==> config.mk <==
export PLATFORM = sky130hd
export DESIGN_NAME = fir_coef_loader
export DESIGN_NICKNAME = d
export VERILOG_FILES = /design/src/rtl/fir_coef_loader.sv
export SDC_FILE = /design/constraint.sdc
export NUM_CORES = 1
export LEC_CHECK = 0
export CORE_ASPECT_RATIO = 0.6
export CORE_MARGIN = 3
export CORE_UTILIZATION = 54
export CTS_CLUSTER_DIAMETER = 80
export CTS_CLUSTER_SIZE = 30
export DETAILED_ROUTE_END_ITERATION = 8
export PLACE_DENSITY_LB_ADDON = 0.2
export RECOVER_POWER = 50
export SLEW_MARGIN = 0
export SYNTH_ARGS = -nofsm -noshare
export SYNTH_HDL_FRONTEND = slang
export SYNTH_SLANG_ARGS = --single-unit
==> constraint.sdc <==
create_clock -name clk -period 2.1 [get_ports clk]
set_input_delay 0.42 -clock clk [delete_from_list [all_inputs] [get_ports clk]]
set_output_delay 0.42 -clock clk [all_outputs]
set_load 0.02 [all_outputs]
==> src/rtl/fir_coef_loader.sv <==
// Coefficient loader for the transposed-form FIR. Serial beats fill a shadow bank,
// and only a correctly framed set of N beats is copied into the active bank, in a single edge.
module fir_coef_loader #(
    parameter int N      = 9,
    parameter int COEF_W = 16,
    parameter int UNITY  = 32767
) (
    input  logic                     clk,
    input  logic                     rst_n,
    input  logic                     s_valid,
    output logic                     s_ready,
    input  logic signed [COEF_W-1:0] s_data,
    input  logic                     s_last,
    output logic signed [COEF_W-1:0] h_out [0:N-1],
    output logic                     swap,
    output logic                     load_err,
    output logic                     busy,
    output logic [7:0]               swap_count
);

    // state  | meaning
    // LOAD   | accepting beats into shadow[idx]
    // DRAIN  | set overran N taps; beats are swallowed until s_last
    // COMMIT | full set framed; s_ready low, copy to active bank on the following edge

    localparam int IDX_W = (N > 1) ? $clog2(N) : 1;
    localparam logic [IDX_W-1:0]         LAST_IDX = IDX_W'(N - 1);
    localparam logic signed [COEF_W-1:0] UNITY_C  = COEF_W'(UNITY);

    typedef enum logic [1:0] {
        S_LOAD   = 2'd0,
        S_DRAIN  = 2'd1,
        S_COMMIT = 2'd2
    } state_t;

    state_t                     state_q, state_d;
    logic [IDX_W-1:0]           idx_q, idx_d;
    logic signed [COEF_W-1:0]   shadow [0:N-1];
    logic                       commit_pend_q;
    logic                       swap_q;
    logic                       load_err_q;
    logic [7:0]                 swap_count_q;

    logic beat;
    logic wr_en;
    logic clr_shadow;
    logic err_set;
    logic commit_req;

    assign s_ready    = (state_q != S_COMMIT);
    assign beat       = s_valid && s_ready;
    assign busy       = (state_q != S_LOAD) || (idx_q != '0) || commit_pend_q;
    assign swap       = swap_q;
    assign load_err   = load_err_q;
    assign swap_count = swap_count_q;

    always_ff @(posedge clk or negedge rst_n) begin
        if (!rst_n) begin
            state_q <= S_LOAD;
            idx_q   <= '0;
        end else begin
            state_q <= state_d;
            idx_q   <= idx_d;
        end
    end

    always_comb begin
        state_d    = state_q;
        idx_d      = idx_q;
        wr_en      = 1'b0;
        clr_shadow = 1'b0;
        err_set    = 1'b0;
        commit_req = 1'b0;
        case (state_q)
            S_LOAD: begin
                if (beat) begin
                    wr_en = 1'b1;
                    if (s_last) begin
                        idx_d = '0;
                        if (idx_q == LAST_IDX) begin
                            state_d = S_COMMIT;
                        end else begin
                            clr_shadow = 1'b1;
                            err_set    = 1'b1;
                        end
                    end else if (idx_q == LAST_IDX) begin
                        state_d = S_DRAIN;
                        idx_d   = '0;
                    end else begin
                        idx_d = idx_q + IDX_W'(1);
                    end
                end
            end
            S_DRAIN: begin
                if (beat && s_last) begin
                    err_set = 1'b1;
                    state_d = S_LOAD;
                end
            end
            S_COMMIT: begin
                commit_req = 1'b1;
                state_d    = S_LOAD;
            end
            default: begin
                state_d = S_LOAD;
                idx_d   = '0;
            end
        endcase
    end

    // A short set also writes its final beat; the clear takes priority so nothing stale survives.
    always_ff @(posedge clk or negedge rst_n) begin
        if (!rst_n) begin
            for (int i = 0; i < N; i++) shadow[i] <= '0;
        end else if (clr_shadow) begin
            for (int i = 0; i < N; i++) shadow[i] <= '0;
        end else if (wr_en) begin
            shadow[idx_q] <= s_data;
        end
    end

    always_ff @(posedge clk or negedge rst_n) begin
        if (!rst_n) begin
            commit_pend_q <= 1'b0;
            swap_q        <= 1'b0;
        end else begin
            commit_pend_q <= commit_req;
            swap_q        <= commit_pend_q;
        end
    end

    always_ff @(posedge clk or negedge rst_n) begin
        if (!rst_n) begin
            h_out[0] <= UNITY_C;
            for (int i = 1; i < N; i++) h_out[i] <= '0;
        end else if (commit_pend_q) begin
            for (int i = 0; i < N; i++) h_out[i] <= shadow[i];
        end
    end

    // Commit has priority over a coincident framing error.
    always_ff @(posedge clk or negedge rst_n) begin
        if (!rst_n) begin
            load_err_q   <= 1'b0;
            swap_count_q <= '0;
        end else if (commit_pend_q) begin
            load_err_q   <= 1'b0;
            swap_count_q <= swap_count_q + 8'd1;
        end else if (err_set) begin
            load_err_q <= 1'b1;
        end
    end

endmodule

==> reports/summary.txt <==
Largest stage delay, worst path: 410 ps
CP Max Fanout: 2
Synth Instances: 1013
Crit path kind: register to output port
Hold Path Class: register to register
Status: finished, violations left
Gpl congestion: 0.8814
Port bufs: 175
Post-DP HPWL: 19130 µm
Initial antenna violation count: 0
Mean post-synth cell area: 11.97 µm²
Net count reported at finish: 1226
Final Util: 0.6962
H-Tree Depth: 1
Distinct cells, synth: 40
Fin. Hold Viols: 0
Sequential Power Share: 0.496
VDD IR-drop max: 0.7249 mV
Top FF cell, synth: dfrtp_1
Failing checks: setup timing
# setup viols final: 1
Register bit count reported by yosys: 305
Routed Antenna Nets: 0
Vias in the first global route: 8043
Pins Over Slew Limit: 0
Worst path required time: 1680 ps
Average routed wire per standard cell: 20.16 µm
Die X: 199.5 µm
Lkg Pwr: 6.996 nW
Clock slew at reported path FFs: 110 ps
Minimum clock period: 2183 ps
CTS sink cnt: 305
Total track usage: 0.2479
Part of the power in the clock network: 0.213
Num rows: 41
GR Overflow Total: 0
Commonest non-fill, non-tap cell in the layout: dfrtp_1
R2R setup slack: 80 ps
Crit path cell chain: inv_2 > ha_4 > nand2_4 > or4_4 > buf_6
CTS tree: done
CP Data Arrival Time: 1760 ps
Tightest Pin Transition: 958.1 ps
Starting density of the core: 0.5629
Mapped cell area: 12130 µm²
CTS Root Cell: clkbuf_16
Pre-antenna DRT Iters: 5
Crit. End Element: output port
Area growth syn-to-layout: 23.68%
Fillers: 1606
CP max-delay cell: dfrtp_1
Via/cell ratio: 5.570
Unrepaired setup endpoints after global routing: true
Buffers & Inverters on Critical Path: 2
Fmax: 458.1 MHz
PnR worst setup slack: -82.92 ps
Max clock buf depth: 3
Diode count: 0
Switching pwr: 4.756 mW
Largest delay share family, worst path: simple AND/OR/NAND/NOR gates
Period utilization: 1.039
Die height: 122.1 µm
Synth Net Count: 1041
Crit start category: register
Clk Latency, worst-skew pair: 500 ps
Total Power: 14.90 mW
Die area: 24350 µm²
Wirelength, routed: 29880 µm
Number of I/O pins: 176
Pint: 10.15 mW
Worst Clk Skew: 42.05 ps
Core area: 21550 µm²
Number of synthesized flops with an enable pin: 0
Seq/Total Area, Yosys: 0.6309
Num CTS Buffers: 14
Largest net degree at the start of global routing: 153
Via count: 8254
Sw Ratio: 0.3191
Combinational Power Share: 0.291
Ys async rst share: 1.000
Global-route wire length before repair: 46460 µm
P per Cell Area: 993.6 nW/µm²
Remaining DRCs: 0
Slew headroom: 0.3612
Layout cell share with drive strength beyond 1: 0.2219
Yosys warns: 0
Most frequent cells in the layout: dfrtp_1, nand2_1, clkdlybuf4s50_1
Maxcap violations: 0
Iter 0 DRT Violations: 666
[power by group through the flow]
stage / Clock (mW) / Combinational [mW] / Sequential [mW]
after global placement: 0 / 4.15 / 7.45
after global routing: 3.44 / 4.72 / 7.50
after detailed placement: 0 / 4.24 / 7.47
after CTS: 3.25 / 4.34 / 7.38
after floorplan: 0 / 2.26 / 7.65
final: 3.17 / 4.34 / 7.39
[final cells by class]
cell class / count / area (µm²) / area share
clock buffer: 20 / 394.1 / 0.02628
clock inverter: 1 / 30.03 / 0.002002
inverter: 6 / 22.52 / 0.001502
multi-input combinational: 626 / 4053 / 0.2702
sequential: 305 / 7655 / 0.5103
tap: 279 / 349.1 / 0.02327
timing repair buffer: 245 / 2496 / 0.1664
[per-layer routing]
metal	part of all wire	up-vias	global-route usage	routed length (µm)
met4	0.013	0	0.03571	389
met2	0.45	269	0.3738	13340
li1	-	3746	-	-
met1	0.47	4212	0.3846	14000
met3	0.072	27	0.05086	2148
met5	0	-	0	0
[timing repair]
item / in CTS / in global routing
hold buffers: 1 / 0
endpoints found under the setup margin: 5 / 110
cloned: 0 / 0
buffers inserted: 2 / 2
endpoints found under the hold margin: 59 / 0
gates resized for setup: 22 / 14
[through the flow]
stage	hold slack (ps)	worst slack, ps	TNS [ps]	std cells	area (µm²)
4_1_cts	490.5	-80.54	-80.54	1480	15030
3_3_place_gp	433.1	-0.7826	-0.7826	1456	14550
5_1_grt	514.4	-139.9	-199.5	1482	15000
6_report	491.5	-82.92	-82.92	1482	15000
2_1_floorplan	124.4	234.1	0	1013	12130
3_5_place_dp	433.1	-31.60	-31.60	1456	14550
[Yosys cell counts (2+ instances only)]
master | count | area, µm²
buf_6 | 15 | 168.9
xor2_1 | 3 | 26.28
clkbuf_1 | 27 | 101.4
a21oi_2 | 2 | 17.52
xnor2_1 | 4 | 35.03
mux2_2 | 145 | 1633
buf_2 | 25 | 125.1
ha_1 | 8 | 100.1
a22o_1 | 16 | 140.1
o21ai_0 | 3 | 15.01
dfstp_2 | 15 | 394.1
dfrtp_1 | 290 | 7257
nand3_1 | 8 | 40.04
nand4_1 | 6 | 37.54
nand2b_1 | 2 | 12.51
nor2_1 | 3 | 11.26
nor2b_1 | 4 | 25.02
a21oi_1 | 131 | 655.6
inv_1 | 5 | 18.77
nor3_4 | 2 | 32.53
nor4_4 | 3 | 63.81
buf_4 | 7 | 52.55
and3_1 | 7 | 43.79
nand2_1 | 264 | 991.0
or3_1 | 2 | 12.51
nand3b_1 | 2 | 15.01
[state kept, by name, summed over array words and instances, names as in the netlist]
register,count
commit_pend_q,1
h_out,144
idx_q,4
load_err,1
shadow,144
state_q,2
swap,1
swap_count,8
[kinds of logic after synthesis]
family	Yosys count	synth area share
buffers and inverters	82	0.03951
multiplexers	146	0.1355
XOR/XNOR	7	0.005055
adder cells (fa/ha/maj)	8	0.008254
flip-flops	305	0.6309
AND/OR/NAND/NOR	308	0.1095
AO/OA/AOI/OAI	157	0.07139
[final timing paths]
| check | start | to | cells past startpoint |
|---|---|---|---|
| max in group asynchronous | rst_n | commit_pend_q | 3 |
| worst max-delay path | state_q[0] | busy | 5 |
| worst max register to register | state_q[0] | idx_q[3] | 8 |
| min in group asynchronous | rst_n | h_out[26] | 2 |
| worst min register to register | swap_count[5] | swap_count[5] | 1 |
| worst min-delay path | swap_count[5] | swap_count[5] | 1 |
Note: power is estimated with default switching activity, not from simulation.
